<file path="src/rtl/ts_pkg.sv">
// ts_pkg: shared TS constants, sync state encoding and position helper
package ts_pkg;
  localparam int         TS_PKT_LEN   = 188;
  localparam logic [7:0] TS_SYNC_BYTE = 8'h47;
  typedef enum logic [1:0] {
    ST_SYNC_HUNT   = 2'd0,
    ST_SYNC_VERIFY = 2'd1,
    ST_SYNC_LOCKED = 2'd2
  } sync_st_e;
  // Byte position within a packet, wrapping at the last byte of the packet
  function automatic logic [7:0] pos_next(input logic [7:0] pos, input int len);
    return (pos == 8'(len - 1)) ? 8'd0 : pos + 8'd1;
  endfunction
endpackage

</file>
<file path="src/rtl/ts_sat_counter.sv">
// ts_sat_counter: statistics counter that sticks at all-ones instead of wrapping
module ts_sat_counter #(
  parameter int W = 16
) (
  input  logic         clk,
  input  logic         clr_i,
  input  logic         inc_i,
  output logic [W-1:0] cnt_o
);
  logic [W-1:0] cnt_q;
  // Count up on inc_i, hold once saturated; clr_i has priority
  always_ff @(posedge clk)
    if (clr_i) cnt_q <= '0;
    else if (inc_i && !(&cnt_q)) cnt_q <= cnt_q + 1'b1;
  assign cnt_o = cnt_q;
endmodule

</file>
<file path="src/rtl/ts_sync_align.sv">
// ts_sync_align: acquires TS packet alignment and forwards only whole sync-verified packets
module ts_sync_align
  import ts_pkg::*;
#(
  parameter int         PKT_LEN      = TS_PKT_LEN,
  parameter logic [7:0] SYNC_BYTE    = TS_SYNC_BYTE,
  parameter int         LOCK_COUNT   = 3,
  parameter int         UNLOCK_COUNT = 3,
  parameter int         CNT_W        = 16
) (
  input  logic             clk,
  input  logic             reset,
  input  logic [7:0]       ts_in_d,
  input  logic             ts_in_wrreq,
  output logic [7:0]       ts_out_d,
  output logic             ts_out_wrreq,
  input  logic             ts_out_almost_full,
  input  logic             fifo_aclr,
  output logic             locked,
  output logic [CNT_W-1:0] pkt_cnt,
  output logic [CNT_W-1:0] drop_cnt,
  output logic [CNT_W-1:0] sync_loss_cnt
);
  localparam logic [7:0] LOCK_N   = 8'(LOCK_COUNT);
  localparam logic [7:0] UNLOCK_N = 8'(UNLOCK_COUNT);
  sync_st_e   st_q, st_d;
  logic [7:0] pos_q, pos_d;
  logic [7:0] good_q, good_d;
  logic [7:0] miss_q, miss_d;
  logic       fwd_q, fwd_d;
  logic       locked_q, locked_d;
  logic [7:0] out_d_q;
  logic       out_wr_q;
  logic       aclr_q;
  logic       flush, slot, sync_ok, clr;
  logic       inc_pkt, inc_drop, inc_loss;
  assign flush   = fifo_aclr && !aclr_q;
  assign clr     = !reset || flush;
  assign slot    = ts_in_wrreq && (pos_q == 8'd0);
  assign sync_ok = ts_in_d == SYNC_BYTE;
  // Delayed copy of fifo_aclr for rising-edge detection, tracked even in reset
  always_ff @(posedge clk)
    aclr_q <= fifo_aclr;
  // Sync state register; reset and flush both restart acquisition from HUNT
  always_ff @(posedge clk)
    st_q <= clr ? ST_SYNC_HUNT : st_d;
  // Next sync state, evaluated only on valid bytes
  always_comb begin
    st_d = st_q;
    if (ts_in_wrreq)
      unique case (st_q)
        ST_SYNC_HUNT:   st_d = sync_ok ? ST_SYNC_VERIFY : ST_SYNC_HUNT;
        ST_SYNC_VERIFY: st_d = !slot ? ST_SYNC_VERIFY : !sync_ok ? ST_SYNC_HUNT :
                               (good_q + 8'd1 == LOCK_N) ? ST_SYNC_LOCKED : ST_SYNC_VERIFY;
        ST_SYNC_LOCKED: st_d = (slot && !sync_ok && miss_q + 8'd1 == UNLOCK_N) ? ST_SYNC_HUNT : ST_SYNC_LOCKED;
        default:        st_d = ST_SYNC_HUNT;
      endcase
  end
  // Position, sync tallies, per-packet forward decision and statistics strobes
  always_comb begin
    pos_d    = pos_q;
    good_d   = good_q;
    miss_d   = miss_q;
    fwd_d    = fwd_q;
    locked_d = locked_q;
    inc_pkt  = 1'b0;
    inc_drop = 1'b0;
    inc_loss = 1'b0;
    if (ts_in_wrreq)
      unique case (st_q)
        ST_SYNC_HUNT: begin
          pos_d  = sync_ok ? 8'd1 : 8'd0;
          good_d = sync_ok ? 8'd1 : 8'd0;
        end
        ST_SYNC_VERIFY: begin
          pos_d = pos_next(pos_q, PKT_LEN);
          if (slot && !sync_ok) begin
            pos_d  = 8'd0;
            good_d = 8'd0;
          end else if (slot) begin
            good_d = good_q + 8'd1;
            if (good_d == LOCK_N) begin
              locked_d = 1'b1;
              fwd_d    = 1'b1;
              miss_d   = 8'd0;
              inc_pkt  = 1'b1;
            end
          end
        end
        ST_SYNC_LOCKED: begin
          pos_d = pos_next(pos_q, PKT_LEN);
          if (slot && sync_ok) begin
            miss_d   = 8'd0;
            fwd_d    = !ts_out_almost_full;
            inc_pkt  = !ts_out_almost_full;
            inc_drop = ts_out_almost_full;
          end else if (slot) begin
            miss_d   = miss_q + 8'd1;
            fwd_d    = 1'b0;
            inc_drop = 1'b1;
            if (miss_d == UNLOCK_N) begin
              pos_d    = 8'd0;
              good_d   = 8'd0;
              miss_d   = 8'd0;
              locked_d = 1'b0;
              inc_loss = 1'b1;
            end
          end
        end
        default: begin
          pos_d    = 8'd0;
          good_d   = 8'd0;
          miss_d   = 8'd0;
          fwd_d    = 1'b0;
          locked_d = 1'b0;
        end
      endcase
  end
  // Datapath registers and the single-cycle output stage
  always_ff @(posedge clk)
    if (clr) begin
      pos_q    <= 8'd0;
      good_q   <= 8'd0;
      miss_q   <= 8'd0;
      fwd_q    <= 1'b0;
      locked_q <= 1'b0;
      out_d_q  <= 8'd0;
      out_wr_q <= 1'b0;
    end else begin
      pos_q    <= pos_d;
      good_q   <= good_d;
      miss_q   <= miss_d;
      fwd_q    <= fwd_d;
      locked_q <= locked_d;
      out_wr_q <= ts_in_wrreq && fwd_d;
      if (ts_in_wrreq) out_d_q <= ts_in_d;
    end
  ts_sat_counter #(.W(CNT_W)) u_pkt_cnt (
    .clk   (clk),
    .clr_i (!reset),
    .inc_i (inc_pkt && reset && !flush),
    .cnt_o (pkt_cnt)
  );
  ts_sat_counter #(.W(CNT_W)) u_drop_cnt (
    .clk   (clk),
    .clr_i (!reset),
    .inc_i (inc_drop && reset && !flush),
    .cnt_o (drop_cnt)
  );
  ts_sat_counter #(.W(CNT_W)) u_loss_cnt (
    .clk   (clk),
    .clr_i (!reset),
    .inc_i (inc_loss && reset && !flush),
    .cnt_o (sync_loss_cnt)
  );
  assign ts_out_d     = out_d_q;
  assign ts_out_wrreq = out_wr_q;
  assign locked       = locked_q;
endmodule

</file>
<file path="config.mk">
export PLATFORM = sky130hd
export DESIGN_NAME = ts_sync_align
export DESIGN_NICKNAME = d
export VERILOG_FILES = /design/src/rtl/ts_pkg.sv /design/src/rtl/ts_sat_counter.sv /design/src/rtl/ts_sync_align.sv
export SDC_FILE = /design/constraint.sdc
export NUM_CORES = 1
export LEC_CHECK = 0
export ABC_AREA = 1
export BUFFER_PORTS_ARGS = -buffer_cell sky130_fd_sc_hd__buf_2
export CAP_MARGIN = 20
export CORE_MARGIN = 3
export CORE_UTILIZATION = 35
export DETAILED_ROUTE_END_ITERATION = 10
export SETUP_SLACK_MARGIN = 0.4
export SLEW_MARGIN = 20
export SYNTH_ARGS = -nofsm -noshare
export SYNTH_HDL_FRONTEND = slang
export SYNTH_SLANG_ARGS = --single-unit
</file>
<file path="constraint.sdc">
create_clock -name clk -period 2.75 [get_ports clk]
set_clock_uncertainty 0.15 [all_clocks]
set_input_delay 0.4125 -clock clk [delete_from_list [all_inputs] [get_ports clk]]
set_output_delay 0.4125 -clock clk [all_outputs]
set_load 0.005 [all_outputs]
</file>
Yosys cells after proc, flatten, opt, wreduce, memory -nomap -nowiden
Index checks and enable logic that the tools add are counted.
Cells by class
  $add $sub $neg: 6
  equal/unequal tests: 14
  muxes and demuxes: 55
  bitwise logic cells: 1
  reduce and logical (&&, ||, !) cells: 32
Operators by type and width (count)
  $mux W8: 16
  $pmux W8 S3: 3
  $add A16 B1 Y16 const B: 3
  $reduce_and A16 Y1: 3
  $mux W1: 28
  $add A8 B1 Y8 const B: 3
  $eq A8 B2 Y1 const B: 2
  $logic_and A1 B1 Y1: 15
  $ne A2 B2 Y1 const B: 6
  $eq A8 B7 Y1 const B: 1
  $eq A8 B8 Y1 const B: 1
  $logic_not A1 Y1: 8
  $logic_not A8 Y1: 1
  $mux W2: 4
  $reduce_and A8 Y1: 1
  $ne A3 B3 Y1 const B: 2
  $pmux W1 S3: 2
  $pmux W2 S3: 1
  $reduce_and A6 Y1: 1
  $reduce_and A5 Y1: 1
  $eq A2 B1 Y1 const B: 1
  $eq A2 B2 Y1 const B: 1
  $logic_not A2 Y1: 1
  $pmux W1 S2: 1
  2 further kinds: 2
Storage, ports and cells
  flip-flop bits (word level): 86
  word-level logic and storage cells: 120

Depth between registers and ports, before layout
  depth in word-level cells: 10
  depth in mapped cells: 14

Cells and area by module
Synthesis repeated with hierarchy kept, for this count alone.
Second synthesis, totals
  cells, all modules: 805
  area, all modules: 5256.3 um^2
Modules (own cells, without submodules)
  ts_sat_counter: instances 3, cells an instance 146, area each 978.4 um^2, seq. area each 320.3 um^2
  ts_sync_align: instances 1, cells an instance 367, area each 2321.0 um^2, seq. area each 760.7 um^2

Least setup slack after synthesis
OpenSTA, ideal clock, no wires.
  path kind: flip-flop to flip-flop
  start: reg miss_q[0]
  end: reg u_loss_cnt.cnt_q[11], in the netlist u_loss_cnt.cnt_o[11]
  setup time: 110 ps
  arrival time: 1738 ps
  data required time: 2490 ps
  path slack: 753 ps
  cell stages (with the launch flop): 14
  buffers on the path: 1
  cells stage by stage: dfxtp_1 ha_1 nand3_1 nand2_1 nand2_1 nor2_2 nand2_2 nor2_4 nand4_2 nor2_4 buf_6 nand4_1 nand2_1 nor2_1
On the way
  cells in the longest elaborated chain, start to end: 10
RTL lines
  start, declared: RTL line ts_sync_align.sv:29  | logic [7:0] miss_q, miss_d;
  start signal, assigned: RTL line ts_sync_align.sv:132  | miss_q <= miss_d;
  $add A8 B1 Y8: RTL line ts_sync_align.sv:98  | miss_d = miss_q + 8'd1;
  $eq A8 B2 Y1: RTL line ts_sync_align.sv:101  | if (miss_d == UNLOCK_N) begin
  $mux W1: RTL line ts_sync_align.sv:101
  $mux W1: RTL line ts_sync_align.sv:97  | end else if (slot) begin
  $mux W1: RTL line ts_sync_align.sv:92  | if (slot && sync_ok) begin
  $mux W1: RTL line ts_sync_align.sv:70  | unique case (st_q)
  $mux W1: RTL line ts_sync_align.sv:69  | if (ts_in_wrreq)
  $logic_and A1 B1 Y1 (2 in series): RTL line ts_sync_align.sv:153  | .inc_i (inc_loss && reset && !flush),
  $logic_and A1 B1 Y1: RTL line ts_sat_counter.sv:14  | else if (inc_i && !(&cnt_q)) cnt_q <= cnt_q + 1'b1;
  end signal, assigned: RTL line ts_sat_counter.sv:14
  end, declared: RTL line ts_sat_counter.sv:10  | logic [W-1:0] cnt_q;
Every way passes these cells.
A chain may end at the register's enable or synchronous reset.

Worst setup path in the final report
  start: reg good_q[0]
  end: reg u_pkt_cnt.cnt_q[2], in the netlist u_pkt_cnt.cnt_o[2]
On the way
  cells in the longest elaborated chain, start to end: 10
RTL lines
  start, declared: RTL line ts_sync_align.sv:28  | logic [7:0] good_q, good_d;
  start signal, assigned: RTL line ts_sync_align.sv:131  | good_q <= good_d;
  $add A8 B1 Y8: RTL line ts_sync_align.sv:81  | good_d = good_q + 8'd1;
  $eq A8 B2 Y1: RTL line ts_sync_align.sv:82  | if (good_d == LOCK_N) begin
  $mux W1: RTL line ts_sync_align.sv:82
  $mux W1: RTL line ts_sync_align.sv:80  | end else if (slot) begin
  $mux W1: RTL line ts_sync_align.sv:77  | if (slot && !sync_ok) begin
  $pmux W1 S2: RTL line ts_sync_align.sv:70
  $mux W1: RTL line ts_sync_align.sv:69
  $logic_and A1 B1 Y1 (2 in series): RTL line ts_sync_align.sv:141  | .inc_i (inc_pkt && reset && !flush),
  $logic_and A1 B1 Y1: RTL line ts_sat_counter.sv:14
  end signal, assigned: RTL line ts_sat_counter.sv:14
  end, declared: RTL line ts_sat_counter.sv:10
Every way passes these cells.

==> flow_metrics.env <==
export IMPL_status="completed"
export IMPL_relSlewSlack=0.650
export IMPL_rsz0062_at_grt="true"
export IMPL_cap_violations=0
export IMPL_core_area_sq_mm=0.0139
export IMPL_cpPeakStageDelay_ps=370
export IMPL_synth_area_per_cell_sq_um=6.55
export IMPL_num_rows=43
export IMPL_avgViaCountPerCell=4.88
export IMPL_portBuffers=70
export IMPL_start_kind="register"
export IMPL_cts_buffer_depth=2
export IMPL_power_frac_seq=0.478
export IMPL_fin_util=0.438
export IMPL_grt_max_degree=32
export IMPL_worst_slew_pin_slew_ps=521
export IMPL_p_int_mw=2.05
export IMPL_num_vias=5057
export IMPL_yosysTopAreaCell="dfxtp_1"
export IMPL_clock_latency_ps=350
export IMPL_place_area_sq_mm=0.00558
export IMPL_root_buffer="clkbuf_16"
export IMPL_synth_most_common_cell="nand2_1"
export IMPL_hold_path_class="in2reg"
export IMPL_synth_ff_latch_count=86
export IMPL_placed_cells=1010
export IMPL_die_w_um=126
export IMPL_p_sw_mw=0.600
export IMPL_drive_above_1_share=0.190
export IMPL_fin_nets=879
export IMPL_max_freq_mhz=458
export IMPL_clockPowerShare=0.476
export IMPL_critPathMostFrequentCell="nand2_1"
export IMPL_syn_area_sq_mm=0.00502
export IMPL_grt_pass1_vias=4491
export IMPL_antenna_found_initial=0
export IMPL_setup_viol=0
export IMPL_clk_pin_slew_worst_paths_ps=60
export IMPL_path_buf_inv=2
export IMPL_p_per_area_mw_per_mm2=434
export IMPL_synth_edf_count=0
export IMPL_drc=0
export IMPL_drt_total_wl_um=13000
export IMPL_cts_max_level=3
export IMPL_period_minus_slack_ps=2180
export IMPL_post_drt_wl_per_cell_um=12.5
export IMPL_instances_no_fill=1037
export IMPL_synth_flop_cell="dfxtp_1"
export IMPL_ir_drop_v=0.000292
export IMPL_end_kind="register"
export IMPL_dp_hpwl_um=9480
export IMPL_critPathSlowestCell="dfxtp_2"
export IMPL_antenna_left=0
export IMPL_drt_initial_drc_count=427
export IMPL_critPathKind="reg2reg"
export IMPL_yosys_top_cells_area="dfxtp_1 34%, nand2_1 13%, inv_1 8.1%"
export IMPL_tritoncts="yes"
export IMPL_synth_cell_type_count=40
export IMPL_cts_buffers=9
export IMPL_share_comb_of_total_power=0.045
export IMPL_area_growth_pct=21.5
export IMPL_crit_chain="ha_2 > nand3_1 > nor2_1 > nand2_1 > nand2_1 > nand2_1 > nor2_2 > nand3_1 > o21ai_4 > clkbuf_2 > nand3_1 > nand2_1 > inv_1 > nor2_1"
export IMPL_grt_overflow=0
export IMPL_clock_sinks=86
export IMPL_synth_common_cells="171 x nand2_1, 108 x inv_1, 97 x nor2_1"
export IMPL_ys_warn_count=0
export IMPL_fillers=1451
export IMPL_synth_top_area_share=0.343
export IMPL_finalHoldViolCount=0
export IMPL_grt_pass1_wl_um=21600
export IMPL_fin_area_sq_mm=0.00610
export IMPL_dieArea_sq_mm=0.0158
export IMPL_fin_crit_sh=0.794
export IMPL_synthesis_instances=766
export IMPL_routabilityCongestion=0.832
export IMPL_finalSetupTns_ps=0
export IMPL_firstDrtPassIters=4
export IMPL_seq_area_sq_mm=0.00173
export IMPL_num_io_pins=71
export IMPL_grt_usage=0.162
export IMPL_floorplan_initialDensity=0.360
export IMPL_ys_seq_area_frac=0.343
export IMPL_diodes=0
export IMPL_synth_nets=792
export IMPL_slew_violations=0
export IMPL_multi_input_area_sq_mm=0.00292
export IMPL_arrival_ps=2320
export IMPL_die_h_um=126
export IMPL_whs_ps=39.3
export IMPL_worstPathRequired_ps=2880
export IMPL_async_flop_share=0
export IMPL_p_sw_frac=0.227
export IMPL_worstPathMaxFanout=5
export IMPL_power_leakage_nw=2.61
export IMPL_cp_top_family="simple AND/OR/NAND/NOR gates"
-- worst register-to-register path: stages, from the launching register on --
cell,delay (ps)
dfxtp_2,370
ha_2,210
nand3_1,120
nor2_1,120
nand2_1,70
nand2_1,70
nand2_1,70
nor2_2,160
nand3_1,170
o21ai_4,120
clkbuf_2,210
nand3_1,90
nand2_1,70
inv_1,40
nor2_1,80
-- worst paths after layout --
path                from                  to  slack, ps  cells after the start
max reg2reg    good_q[0]  u_pkt_cnt.cnt_o[2]        570                     14
min reg2reg  ts_out_d[7]         ts_out_d[7]        310                      2
max            good_q[0]  u_pkt_cnt.cnt_o[2]        570                     14
min            fifo_aclr              aclr_q         40                      1
-- state kept, by name, indices dropped and copies added, names as in the netlist --
| register | count |
|---|---|
| u_pkt_cnt.cnt_o | 16 |
| fwd_q | 1 |
| locked | 1 |
| u_loss_cnt.cnt_o | 16 |
| u_drop_cnt.cnt_o | 16 |
| good_q | 8 |
| st_q | 2 |
| miss_q | 8 |
| pos_q | 8 |
| ts_out_wrreq | 1 |
| aclr_q | 1 |
| ts_out_d | 8 |
-- power groups by stage --
stage          registers (mW)  clock network [mW]  logic, mW
4_1_cts                  1.27                1.29      0.117
3_5_place_dp             1.29                   0      0.117
3_3_place_gp             1.29                   0      0.117
6_report                 1.27                1.26      0.120
5_1_grt                  1.27                1.34      0.136
2_1_floorplan            1.29                   0     0.0728
-- cell families (layout without fill, tap and decap cells) --
family                     Yosys count  count (layout)  share of synthesized area
AOI/OAI and AO/OA                   94              94                      0.103
xor gates and xnor gates            20              20                     0.0349
adders and majority gates           13              13                     0.0324
buffers and inverters              126             217                     0.0985
DFF                                 86              86                      0.343
and+or+nand+nor                    427             427                      0.389
-- stage by stage --
step | setup slack, ps | power [mW]
after global routing | 376 | 2.74
after global placement | 332 | 1.41
after floorplan | 753 | 1.37
after detailed placement | 341 | 1.41
after CTS | 403 | 2.67
final | 567 | 2.64
-- what timing repair did --
action                     4_1_cts  5_1_grt
cloned                           0        0
pin swaps                        1        8
resized for setup                1       34
hold buffers                     0        0
setup buffers                    3        9
setup endpoints to repair        5       67
-- placed cells by master (no fill, tap or decap), types with 5 or more instances in the layout --
cell type and instances:
a21oi_1 40, buf_2 70, buf_4 16, clkbuf_16 9
dfxtp_1 82, ha_1 11, inv_1 108, nand2_1 167
nand2_2 8, nand3_1 70, nand4_1 30, nor2_1 90
nor2_2 14, nor2_4 7, nor3_1 20, nor3_2 5
o21ai_0 36, o21ai_1 5, xnor2_1 6, xor2_1 14
-- routing by layer --
metal,global-route usage,part of all wire
met5,0,0
met4,0.0322,0.0094
met3,0.0466,0.057
met2,0.247,0.43
met1,0.231,0.50
-- final cells by class --
| cell class | instances | area share |
|---|---|---|
| multi-input cells | 554 | 0.479 |
| repair buffers | 89 | 0.0816 |
| well taps | 180 | 0.0369 |
| inverters | 113 | 0.0697 |
| clock inverters | 3 | 0.00718 |
| flip-flops and latches | 86 | 0.283 |
| clock buffers | 12 | 0.0421 |
No activity file was read; power rests on OpenSTA's default activity.
